**config.mk**
```make
export PLATFORM = sky130hd
export DESIGN_NAME = traffic_generator
export DESIGN_NICKNAME = d
export VERILOG_FILES = /design/src/rtl/traffic_generator_pkg.sv /design/src/rtl/traffic_generator_lfsr.sv /design/src/rtl/traffic_generator.sv
export SDC_FILE = /design/constraint.sdc
export NUM_CORES = 1
export LEC_CHECK = 0
export CAP_MARGIN = 25
export CORE_ASPECT_RATIO = 1.25
export CORE_UTILIZATION = 49
export CTS_BUF_LIST = sky130_fd_sc_hd__clkbuf_8
export CTS_CLUSTER_DIAMETER = 200
export DETAILED_ROUTE_END_ITERATION = 10
export GPL_ROUTABILITY_DRIVEN = 0
export GPL_TIMING_DRIVEN = 1
export HOLD_SLACK_MARGIN = 0.02
export PLACE_DENSITY = 0.83
export SYNTH_ARGS = -nofsm -noshare
export SYNTH_HDL_FRONTEND = slang
export SYNTH_HIERARCHICAL = 1
export SYNTH_SLANG_ARGS = --single-unit
```
**constraint.sdc**
```tcl
create_clock -name clk -period 4.15 [get_ports clk]
set_input_delay 0.83 -clock clk [delete_from_list [all_inputs] [get_ports clk]]
set_output_delay 0.83 -clock clk [all_outputs]
set_load 0.01 [all_outputs]
```
**src/rtl/traffic_generator_pkg.sv**
```systemverilog
// Shared types for the enqueue-side traffic generator: packet fields,
// configuration record, FSM states and the priority-shaping helper.
package traffic_generator_pkg;

  typedef logic [7:0]  PacketPointer;
  typedef logic [7:0]  Priority;
  typedef logic [7:0]  InjectionRate;
  typedef logic [15:0] CounterSignal;

  typedef enum logic [1:0] {
    CONST  = 2'd0,
    INCR   = 2'd1,
    DECR   = 2'd2,
    RANDOM = 2'd3
  } TGPrioMode;

  typedef enum logic [1:0] {
    IDLE   = 2'd0,
    ACTIVE = 2'd1,
    DONE   = 2'd2
  } TGState;

  typedef struct packed {
    InjectionRate injrate;
    InjectionRate injrate_seed;
    Priority      prio_seed;
    TGPrioMode    prio_mode;
    Priority      prio_base;
    Priority      prio_mask;
    CounterSignal num_packets;
  } TGConfig;

  localparam CounterSignal COUNTER_ONE = 16'd1;

  // Priority of the packet currently presented, all arithmetic wraps at
  // the Priority width.
  function automatic Priority tg_priority(
    input TGPrioMode mode,
    input Priority   base,
    input Priority   mask,
    input Priority   seq_ext,
    input Priority   lfsr_val
  );
    Priority result;
    case (mode)
      CONST:   result = base;
      INCR:    result = base + seq_ext;
      DECR:    result = base - seq_ext;
      RANDOM:  result = base + (lfsr_val & mask);
      default: result = base;
    endcase
    return result;
  endfunction

endpackage

```
**src/rtl/traffic_generator_lfsr.sv**
```systemverilog
// Galois LFSR with seed load on reset and a step enable. A zero seed is
// replaced by 1 so the register can never lock up in the all-zero state.
module linear_feedback_shift_register #(
  parameter int NUM_BITS = 8
) (
  input  logic                clk,
  input  logic                reset,
  input  logic                i__enable,
  input  logic [NUM_BITS-1:0] i__seed,
  output logic [NUM_BITS-1:0] o__value
);

  // Maximal-length feedback masks for the common widths; other widths
  // get a simple (non-maximal) two-tap fallback.
  function automatic logic [31:0] galois_taps(input int n);
    logic [31:0] taps;
    case (n)
      4:       taps = 32'h0000_000C;
      5:       taps = 32'h0000_0014;
      6:       taps = 32'h0000_0030;
      7:       taps = 32'h0000_0060;
      8:       taps = 32'h0000_00B8;
      16:      taps = 32'h0000_B400;
      32:      taps = 32'h8020_0003;
      default: taps = (32'h0000_0001 << (n - 1)) | 32'h0000_0001;
    endcase
    return taps;
  endfunction

  localparam logic [NUM_BITS-1:0] TAPS = NUM_BITS'(galois_taps(NUM_BITS));

  logic [NUM_BITS-1:0] lfsr_r;
  logic [NUM_BITS-1:0] lfsr_next_s;
  logic [NUM_BITS-1:0] seed_s;

  // Guard against the lock-up seed.
  always_comb begin
    seed_s = i__seed;
    if (i__seed == {NUM_BITS{1'b0}}) begin
      seed_s = {{(NUM_BITS-1){1'b0}}, 1'b1};
    end else begin
      seed_s = i__seed;
    end
  end

  // One Galois step: shift right, fold the feedback mask in when the
  // outgoing bit is set.
  always_comb begin
    lfsr_next_s = {1'b0, lfsr_r[NUM_BITS-1:1]};
    if (lfsr_r[0]) begin
      lfsr_next_s = {1'b0, lfsr_r[NUM_BITS-1:1]} ^ TAPS;
    end else begin
      lfsr_next_s = {1'b0, lfsr_r[NUM_BITS-1:1]};
    end
  end

  // State register: reload the seed on reset, step when enabled.
  always_ff @(posedge clk) begin
    if (reset) begin
      lfsr_r <= seed_s;
    end else if (i__enable) begin
      lfsr_r <= lfsr_next_s;
    end
  end

  assign o__value = lfsr_r;

endmodule

```
**src/rtl/traffic_generator.sv**
```systemverilog
// Enqueue-side packet source for the PIFO bench: issues {id, seq} pointers
// with shaped priorities at an LFSR-throttled rate until a packet budget
// is spent, then reports completion.
module traffic_generator
  import traffic_generator_pkg::*;
#(
  parameter int TG_ID   = 0,
  parameter int ID_BITS = 2
) (
  input  logic         clk,
  input  logic         reset,
  input  TGConfig      i__config,
  input  logic         i__inject_phase,
  input  logic         i__pifo_ready,
  output logic         o__enqueue,
  output PacketPointer o__packet_pointer,
  output Priority      o__packet_priority,
  output CounterSignal o__num_pkts_sent,
  output logic         o__done
);

  localparam int SEQ_BITS = $bits(PacketPointer) - ID_BITS;
  localparam logic [ID_BITS-1:0]  TG_ID_FIELD = ID_BITS'(TG_ID);
  localparam logic [SEQ_BITS-1:0] SEQ_ONE     = {{(SEQ_BITS-1){1'b0}}, 1'b1};
  localparam InjectionRate        RATE_FULL   = {$bits(InjectionRate){1'b1}};

  TGState        state_r;
  TGState        state_next_s;
  logic [SEQ_BITS-1:0] seq_r;
  CounterSignal  sent_r;
  logic          done_r;

  InjectionRate  lfsr_inj_s;
  Priority       lfsr_prio_s;
  logic          rate_ok_s;
  logic          fire_s;
  logic          inj_adv_s;
  CounterSignal  sent_plus_one_s;

  // Injection-rate throttle and firing condition. Reset masks the strobe
  // so an aborted run never emits a packet in the reset cycle.
  always_comb begin
    rate_ok_s       = (i__config.injrate == RATE_FULL) ||
                      (lfsr_inj_s < i__config.injrate);
    inj_adv_s       = !reset && (state_r == ACTIVE) && i__inject_phase;
    fire_s          = inj_adv_s && i__pifo_ready && rate_ok_s;
    sent_plus_one_s = sent_r + COUNTER_ONE;
  end

  // Next-state logic for IDLE -> ACTIVE -> DONE; a zero budget never ends.
  always_comb begin
    state_next_s = state_r;
    case (state_r)
      IDLE: begin
        if (i__inject_phase) begin
          state_next_s = ACTIVE;
        end else begin
          state_next_s = IDLE;
        end
      end
      ACTIVE: begin
        if (fire_s && (i__config.num_packets != 16'd0) &&
            (sent_plus_one_s == i__config.num_packets)) begin
          state_next_s = DONE;
        end else begin
          state_next_s = ACTIVE;
        end
      end
      DONE:    state_next_s = DONE;
      default: state_next_s = IDLE;
    endcase
  end

  // FSM, sequence number, sent counter and sticky completion flag.
  always_ff @(posedge clk) begin
    if (reset) begin
      state_r <= IDLE;
      seq_r   <= {SEQ_BITS{1'b0}};
      sent_r  <= 16'd0;
      done_r  <= 1'b0;
    end else begin
      state_r <= state_next_s;
      done_r  <= (state_next_s == DONE);
      if (fire_s) begin
        seq_r  <= seq_r + SEQ_ONE;
        sent_r <= sent_plus_one_s;
      end
    end
  end

  linear_feedback_shift_register #(
    .NUM_BITS ($bits(InjectionRate))
  ) lfsr_injrate (
    .clk       (clk),
    .reset     (reset),
    .i__enable (inj_adv_s),
    .i__seed   (i__config.injrate_seed),
    .o__value  (lfsr_inj_s)
  );

  linear_feedback_shift_register #(
    .NUM_BITS ($bits(Priority))
  ) lfsr_prio (
    .clk       (clk),
    .reset     (reset),
    .i__enable (fire_s),
    .i__seed   (i__config.prio_seed),
    .o__value  (lfsr_prio_s)
  );

  assign o__enqueue         = fire_s;
  assign o__packet_pointer  = {TG_ID_FIELD, seq_r};
  assign o__packet_priority = tg_priority(i__config.prio_mode,
                                          i__config.prio_base,
                                          i__config.prio_mask,
                                          Priority'(seq_r),
                                          lfsr_prio_s);
  assign o__num_pkts_sent   = sent_r;
  assign o__done            = done_r;

endmodule

```
==> summary.md, run 1 <==
| Metric | Value |
|---|---|
| Reg clk slew, reported paths | `0.08 ns` |
| Most common cell in the netlist | `xnor2_1` |
| Critical Path Source Type | `primary input` |
| Worst-skew pair later-pin latency | `0.29 ns` |
| Initial antenna violation count | `0` |
| Total setup buffers inserted after CTS | `0` |
| R2r setup slk | `1.69 ns` |
| Ys flop type | `dfxtp_1` |
| Static leakage | `1.65 nW` |
| RSZ-0062 raised after global routing | `true` |
| Reg-to-reg endpoint | `state_r[1]` |
| Tmin final | `4.08 ns` |
| Worst path bufs/invs | `3` |
| Final net count | `556` |
| Fin. max-slew vios | `0` |
| F_max | `0.245 GHz` |
| WHS Endpoint | `o__done` |
| Post-route ant nets | `0` |
| Share of cells above drive strength 1 | `0.139` |
| Yosys top cell by area | `dfxtp_1` |
| Core Area | `6210 µm²` |
| CP max FO | `2` |
| Status | `completed` |
| Post-synth top area share | `0.158` |
| Initial Util | `0.510` |
| HP Class | `reg2reg` |
| Crit-path leading delay family | `compound AO/OA/AOI/OAI gates` |
| Filler Cell Count | `slightly above 500` |
| IO Pins | `96` |
| Hold-critical path depth | `2` |
| Distinct cell type count after synthesis | `55` |
| Post-synthesis register bit count | `41` |
| Number of remaining DRC errors | `0` |
| Final Setup Violations | `0` |
| Drt pass-1 iters | `4` |
| Hold_buf cts | `0` |
| Max rail drop VDD | `0.225 mV` |
| DR iter-0 viols | `130` |
| Fin crit share | `0.984` |
| First-pass GRT wire length | `13.2 mm` |
| Final core utilization | `0.708` |
| Synthesized area | `between 3000 and 4000 µm²` |
| Die Area | `6790 µm²` |
| Post-synthesis async set-or-reset flop share | `0` |
| Max-cap viol count | `0` |
| Commonest cells post-synth | `xnor2_1, nand2_1, nor2_1` |
| Cells along the critical path | `clkdlybuf4s50_1, nand3_1, a31oi_1, ha_1, a21oi_2, o211ai_1, o41ai_2, buf_4, xnor2_1, a21oi_2, xnor2_1, clkdlybuf4s15_1` |
| Largest net degree at the start of global routing | `51` |
| Grt ovf | `0` |
| Worst path required time | `3.32 ns` |
| Setup crit end kind | `output pin` |
| Clock root buffer | `clkbuf_8` |
| Synthesis warning total | `6` |
| Crit path largest cell delay | `0.46 ns` |
| Row cnt | `32` |
| Syn Area/Cell | `8.59 µm²` |
| Synth-to-Final Area Change | `38.7%` |
| Area contributors post-synth | `dfxtp_1, edfxtp_1, xnor2_1` |
| Vias | `3055` |
| WL per Instance | `14.2 µm` |
| Placed Cells | `553` |
| CTS H-tree lvls | `2` |
| CTS Sinks | `41` |
| WL final | `7.96 mm` |
| Worst EP arrival | `3.25 ns` |
| Post-DP HPWL | `just over 6 mm` |
| Number of global-route vias before repair | `~3000` |
| EDFF count, synth | `16` |
| Sequential-to-total area share from yosys stat | `0.310` |
| Port bufs | `93` |
| Pwr dens | `roughly 230 nW/µm²` |
| N_diodes | `0` |
| RR Startpoint | `o__num_pkts_sent[0]` |
| Clock tree from TritonCTS | `built` |
| Hold path startpoint | `state_r[1]` |
| Clock Path Buffers | `2` |
| Die Y | `just over 90 µm` |
| Cell Count, Final, Fillers Out | `~560` |
| Worst Reg-to-Reg Cells | `8` |
| Vias/cell | `5.45` |
| GR Util All Layers | `0.248` |
| CP max-delay cell | `clkdlybuf4s50_1` |
| Clock skew | `between 0.004 and 0.005 ns` |
| TritonCTS Buffers | `5` |
| Synth Instances | `~370` |
| Die width | `73.9 µm` |
| Final Hold Vio Count | `0` |
| Kind of critical path | `in2out` |
## metal layers
layer,vias up,track usage,part of all wire
li1,1508,-,-
met1,1451,0.286,0.41
met2,85,0.443,0.54
met3,11,0.0571,0.041
met4,0,0.0689,0.014
met5,-,0,0
## sequential cells by signal, summed over array words and instances (netlist names)
name / flops
o__num_pkts_sent: 16
lfsr_injrate/o__value: 8
lfsr_prio/o__value: 8
seq_r: 6
state_r: 2
o__done: 1
## logic make-up (layout without fill, tap and decap cells)
| family | after synthesis | after routing | synth area share |
|---|---|---|---|
| XOR/XNOR | 53 | 53 | 0.147 |
| flip-flops | 41 | 41 | 0.310 |
| adder cells (fa/ha/maj) | 19 | 19 | 0.0774 |
| buffers and inverters | 35 | 141 | 0.0525 |
| other | 1 | 2 | 0.00118 |
| multiplexers | 15 | 15 | 0.0517 |
| AND/OR/NAND/NOR | 134 | 134 | 0.228 |
| AO/OA/AOI/OAI | 71 | 71 | 0.133 |
## what timing repair did
action	in CTS	in global routing
endpoints found under the setup margin	6	3
resized for setup	10	8
pin swaps	1	3
## cells in the final DEF (no fill, tap or decap), types with 12 or more instances in the layout
cell type and count:
nand2_1 35, xnor2_1 41, xor2_1 12, edfxtp_1 16, ha_1 17, o21ai_0 19, nor2_1 31, inv_1 18
clkdlybuf4s50_1 86, a21oi_1 25, buf_4 21, dfxtp_1 25
## cell type report
class / count / area [µm²] / area share
clock buffer: 5 / 68.8 / 0.0157
clock inverter: 3 / 42.5 / 0.00968
inverter: 18 / 67.6 / 0.0154
multi-input combinational: 294 / 2040 / 0.465
sequential: 41 / 981 / 0.223
tap: 85 / 106 / 0.0242
timing repair buffer: 115 / 1080 / 0.247
## through the flow
step | worst slack [ns] | setup TNS (ns) | hold slack [ns] | area [µm²] | power, W
6_report | 0.0668 | 0 | 0.508 | 4390 | 0.00102
5_1_grt | -0.0786 | -0.0899 | 0.524 | 4390 | 0.00107
4_1_cts | 0.000782 | 0 | 0.510 | 4390 | 0.00103
3_5_place_dp | -0.577 | -1.96 | 0.493 | 4270 | 0.000719
3_3_place_gp | -0.497 | -1.52 | 0.492 | 4270 | 0.000710
2_1_floorplan | 0.197 | 0 | 0.471 | 3170 | 0.000585
## worst min-delay path: cells and delay by family, from the launching register on
family,cells,cell delay [ns]
DFF,1,0.31
AOI/OAI and AO/OA,1,0.06
and+or+nand+nor,1,0.08
## where the power goes
part	total, W	switching (W)	internal [W]
Sequential	0.000452	0.0000136	0.000438
Clock	0.000314	0.000136	0.000178
Combinational	0.000259	0.000110	0.000149
## worst max-delay path by stage
stage	depth (start not counted)	startpoint	endpoint	slack, ns
floorplan	11	i__config[32]	o__packet_priority[7]	0.20
global placement	14	i__config[32]	o__packet_priority[7]	-0.50
detailed placement	14	i__config[32]	o__packet_priority[6]	-0.58
CTS	14	i__config[32]	o__packet_priority[7]	0.0008
global route	12	i__config[17]	o__packet_priority[7]	-0.08
finish	12	i__config[17]	o__packet_priority[7]	0.07
No activity file was read; power rests on OpenSTA's default activity.
==> run 2, diff against run 1 <==
==> constraint.sdc (replaced) <==
create_clock -name clk -period 4.15 [get_ports clk]
set_input_delay 0.6225 -clock clk [delete_from_list [all_inputs] [get_ports clk]]
set_output_delay 0.6225 -clock clk [all_outputs]
set_load 0.01 [all_outputs]
==> run 2 against run 1 <==
Compared with the run above: design area shrank 1.9%; global-route usage fell by 0.27 points; clock-buffer cell count stayed put; sequential power is essentially flat; via count is 1.2% lower; worst setup slack better by 0.16 ns; utilization decreased by 1.3 points; register-to-register slack better by 0.07 ns; first-iteration DRC count grew 52%; hold slack improved by 0.0076 ns; clock skew increased by 0.0037 ns; final cell count down 1.2%; highest routed layer unchanged.
==> summary.md, run 2 (synthesis gave the netlist of run 1 again) <==
| Metric | Value |
|---|---|
| Clock skew | `0.00864 ns` |
| Share of cells above drive strength 1 | `0.122` |
| Final net count | `549` |
| Initial Util | `0.510` |
| Min Hold Slack | `0.515 ns` |
| Worst path required time | `between 3 and 4 ns` |
| Static leakage | `~1.6 nW` |
| F_max | `roughly 0.25 GHz` |
| Fin. max-slew vios | `0` |
| Max FFs per register | `16` |
| Final core utilization | `0.695` |
| Vias | `~3000` |
| Cell Count, Final, Fillers Out | `554` |
| Vias/cell | `5.45` |
| TritonCTS Buffers | `5` |
| WL per Instance | `around 14 µm` |
| Initial antenna violation count | `0` |
| Clock tree from TritonCTS | `built` |
| GR Util All Layers | `0.245` |
| Kind of critical path | `reg2out` |
| IO Pins | `between 90 and 100` |
| Number of remaining DRC errors | `0` |
| Setup TNS | `0 ns` |
| Row cnt | `32` |
| Status | `completed` |
| Sw Ratio | `0.275` |
| Switching power | `0.000267 W` |
| Max-cap viol count | `0` |
| Tmin final | `3.93 ns` |
| N_diodes | `0` |
| Setup crit end kind | `output pin` |
| Grt ovf | `0` |
| Fin crit share | `0.946` |
| Commonest cells after routing, fill and taps aside | `clkdlybuf4s50_1, xnor2_1, nand2_1` |
| Reg clk slew, reported paths | `0.08 ns` |
| Drt pass-1 iters | `4` |
| Final Instance Area | `4310 µm²` |
| Post-DP HPWL | `6.20 mm` |
| Internal | `0.000704 W` |
| DR iter-0 viols | `slightly below 200` |
| WL final | `7.77 mm` |
| CP max FO | `7` |
| Port bufs | `93` |
| CTS H-tree lvls | `2` |
| RSZ-0062 raised after global routing | `false` |
| Commonest non-fill, non-tap cell in the layout | `clkdlybuf4s50_1` |
| Total setup buffers inserted after CTS | `0` |
| Comb power frac | `0.261` |
| First-pass GRT wire length | `13.2 mm` |
| Filler Cell Count | `489` |
| Die Y | `91.9 µm` |
| Worst-skew pair later-pin latency | `0.30 ns` |
| Die width | `roughly 74 µm` |
| Synth-to-Final Area Change | `36.1%` |
| Number of global-route vias before repair | `2999` |
| DP Area | `4220 µm²` |
| Die Area | `6790 µm²` |
| Worst EP arrival | `3.30 ns` |
| Pwr dens | `225 nW/µm²` |
| Final Hold Vio Count | `0` |
| Clock share of power | `0.274` |
| Core Area | `6210 µm²` |
| Largest net degree at the start of global routing | `51` |
| Post-route ant nets | `0` |
| Placed Cells | `about 550` |
| HP Class | `reg2reg` |
| Final Setup Violations | `0` |
| Clock Path Buffers | `2` |
| CTS Sinks | `41` |
| Max rail drop VDD | `around 0.18 mV` |
| Sequential Power Share | `0.465` |
| Clock root buffer | `clkbuf_8` |
| Critical Path Source Type | `flop` |
[run 2: routing by layer]
| layer | part of all wire | routed length (µm) | global-route usage |
|---|---|---|---|
| met4 | 0.021 | 162 | 0.0913 |
| met5 | 0 | 0 | 0 |
| met1 | 0.40 | 3110 | 0.291 |
| met3 | 0.060 | 464 | 0.0484 |
| met2 | 0.52 | 4040 | 0.424 |
[run 2: metrics by stage]
step	setup WS, ns	total power [W]
2_1_floorplan	0.612	0.000585
5_1_grt	0.0122	0.00102
6_report	0.225	0.000971
4_1_cts	0.0496	0.000981
3_3_place_gp	-0.0728	0.000705
3_5_place_dp	-0.146	0.000714
[run 2: power by group through the flow]
stage          logic (W)  clock network [W]  registers (W)
2_1_floorplan   0.000129                  0       0.000456
3_3_place_gp    0.000245                  0       0.000460
3_5_place_dp    0.000253                  0       0.000460
4_1_cts         0.000254           0.000276       0.000451
5_1_grt         0.000279           0.000290       0.000453
6_report        0.000253           0.000266       0.000451
[run 2: critical path: stages, from the launching register on]
cell and delay [ns]:
dfxtp_2 0.37, or3_1 0.40, or3_1 0.39, a32o_1 0.23, a22o_1 0.21, ha_1 0.31
nor3_1 0.05, nor2_1 0.14, o41ai_2 0.09, buf_4 0.14, xnor2_1 0.11, a21oi_1 0.17
xnor2_1 0.13, dlygate4sd2_1 0.27
[run 2: final cells by class]
class	count	area (µm²)	share of cell area
Multi-Input combinational cell	294	2030	0.471
Sequential cell	41	982	0.228
Tap cell	85	106	0.0247
Clock inverter	3	20.0	0.00464
Inverter	18	67.6	0.0157
Timing Repair Buffer	108	1030	0.240
Clock buffer	5	68.8	0.0160
[run 2: final timing paths]
path | endpoint | cells after the start | slack [ns] | startpoint
hold / removal | o__done | 2 | 0.52 | state_r[1]
setup reg to reg | state_r[0] | 8 | 1.76 | o__num_pkts_sent[0]
hold reg to reg | o__done | 2 | 0.52 | state_r[1]
setup / recovery | o__packet_priority[7] | 13 | 0.22 | seq_r[1]
[run 2: what timing repair did]
action	CTS	global route
hold buffers	0	0
endpoints found under the setup margin	2	1
resized for setup	4	3
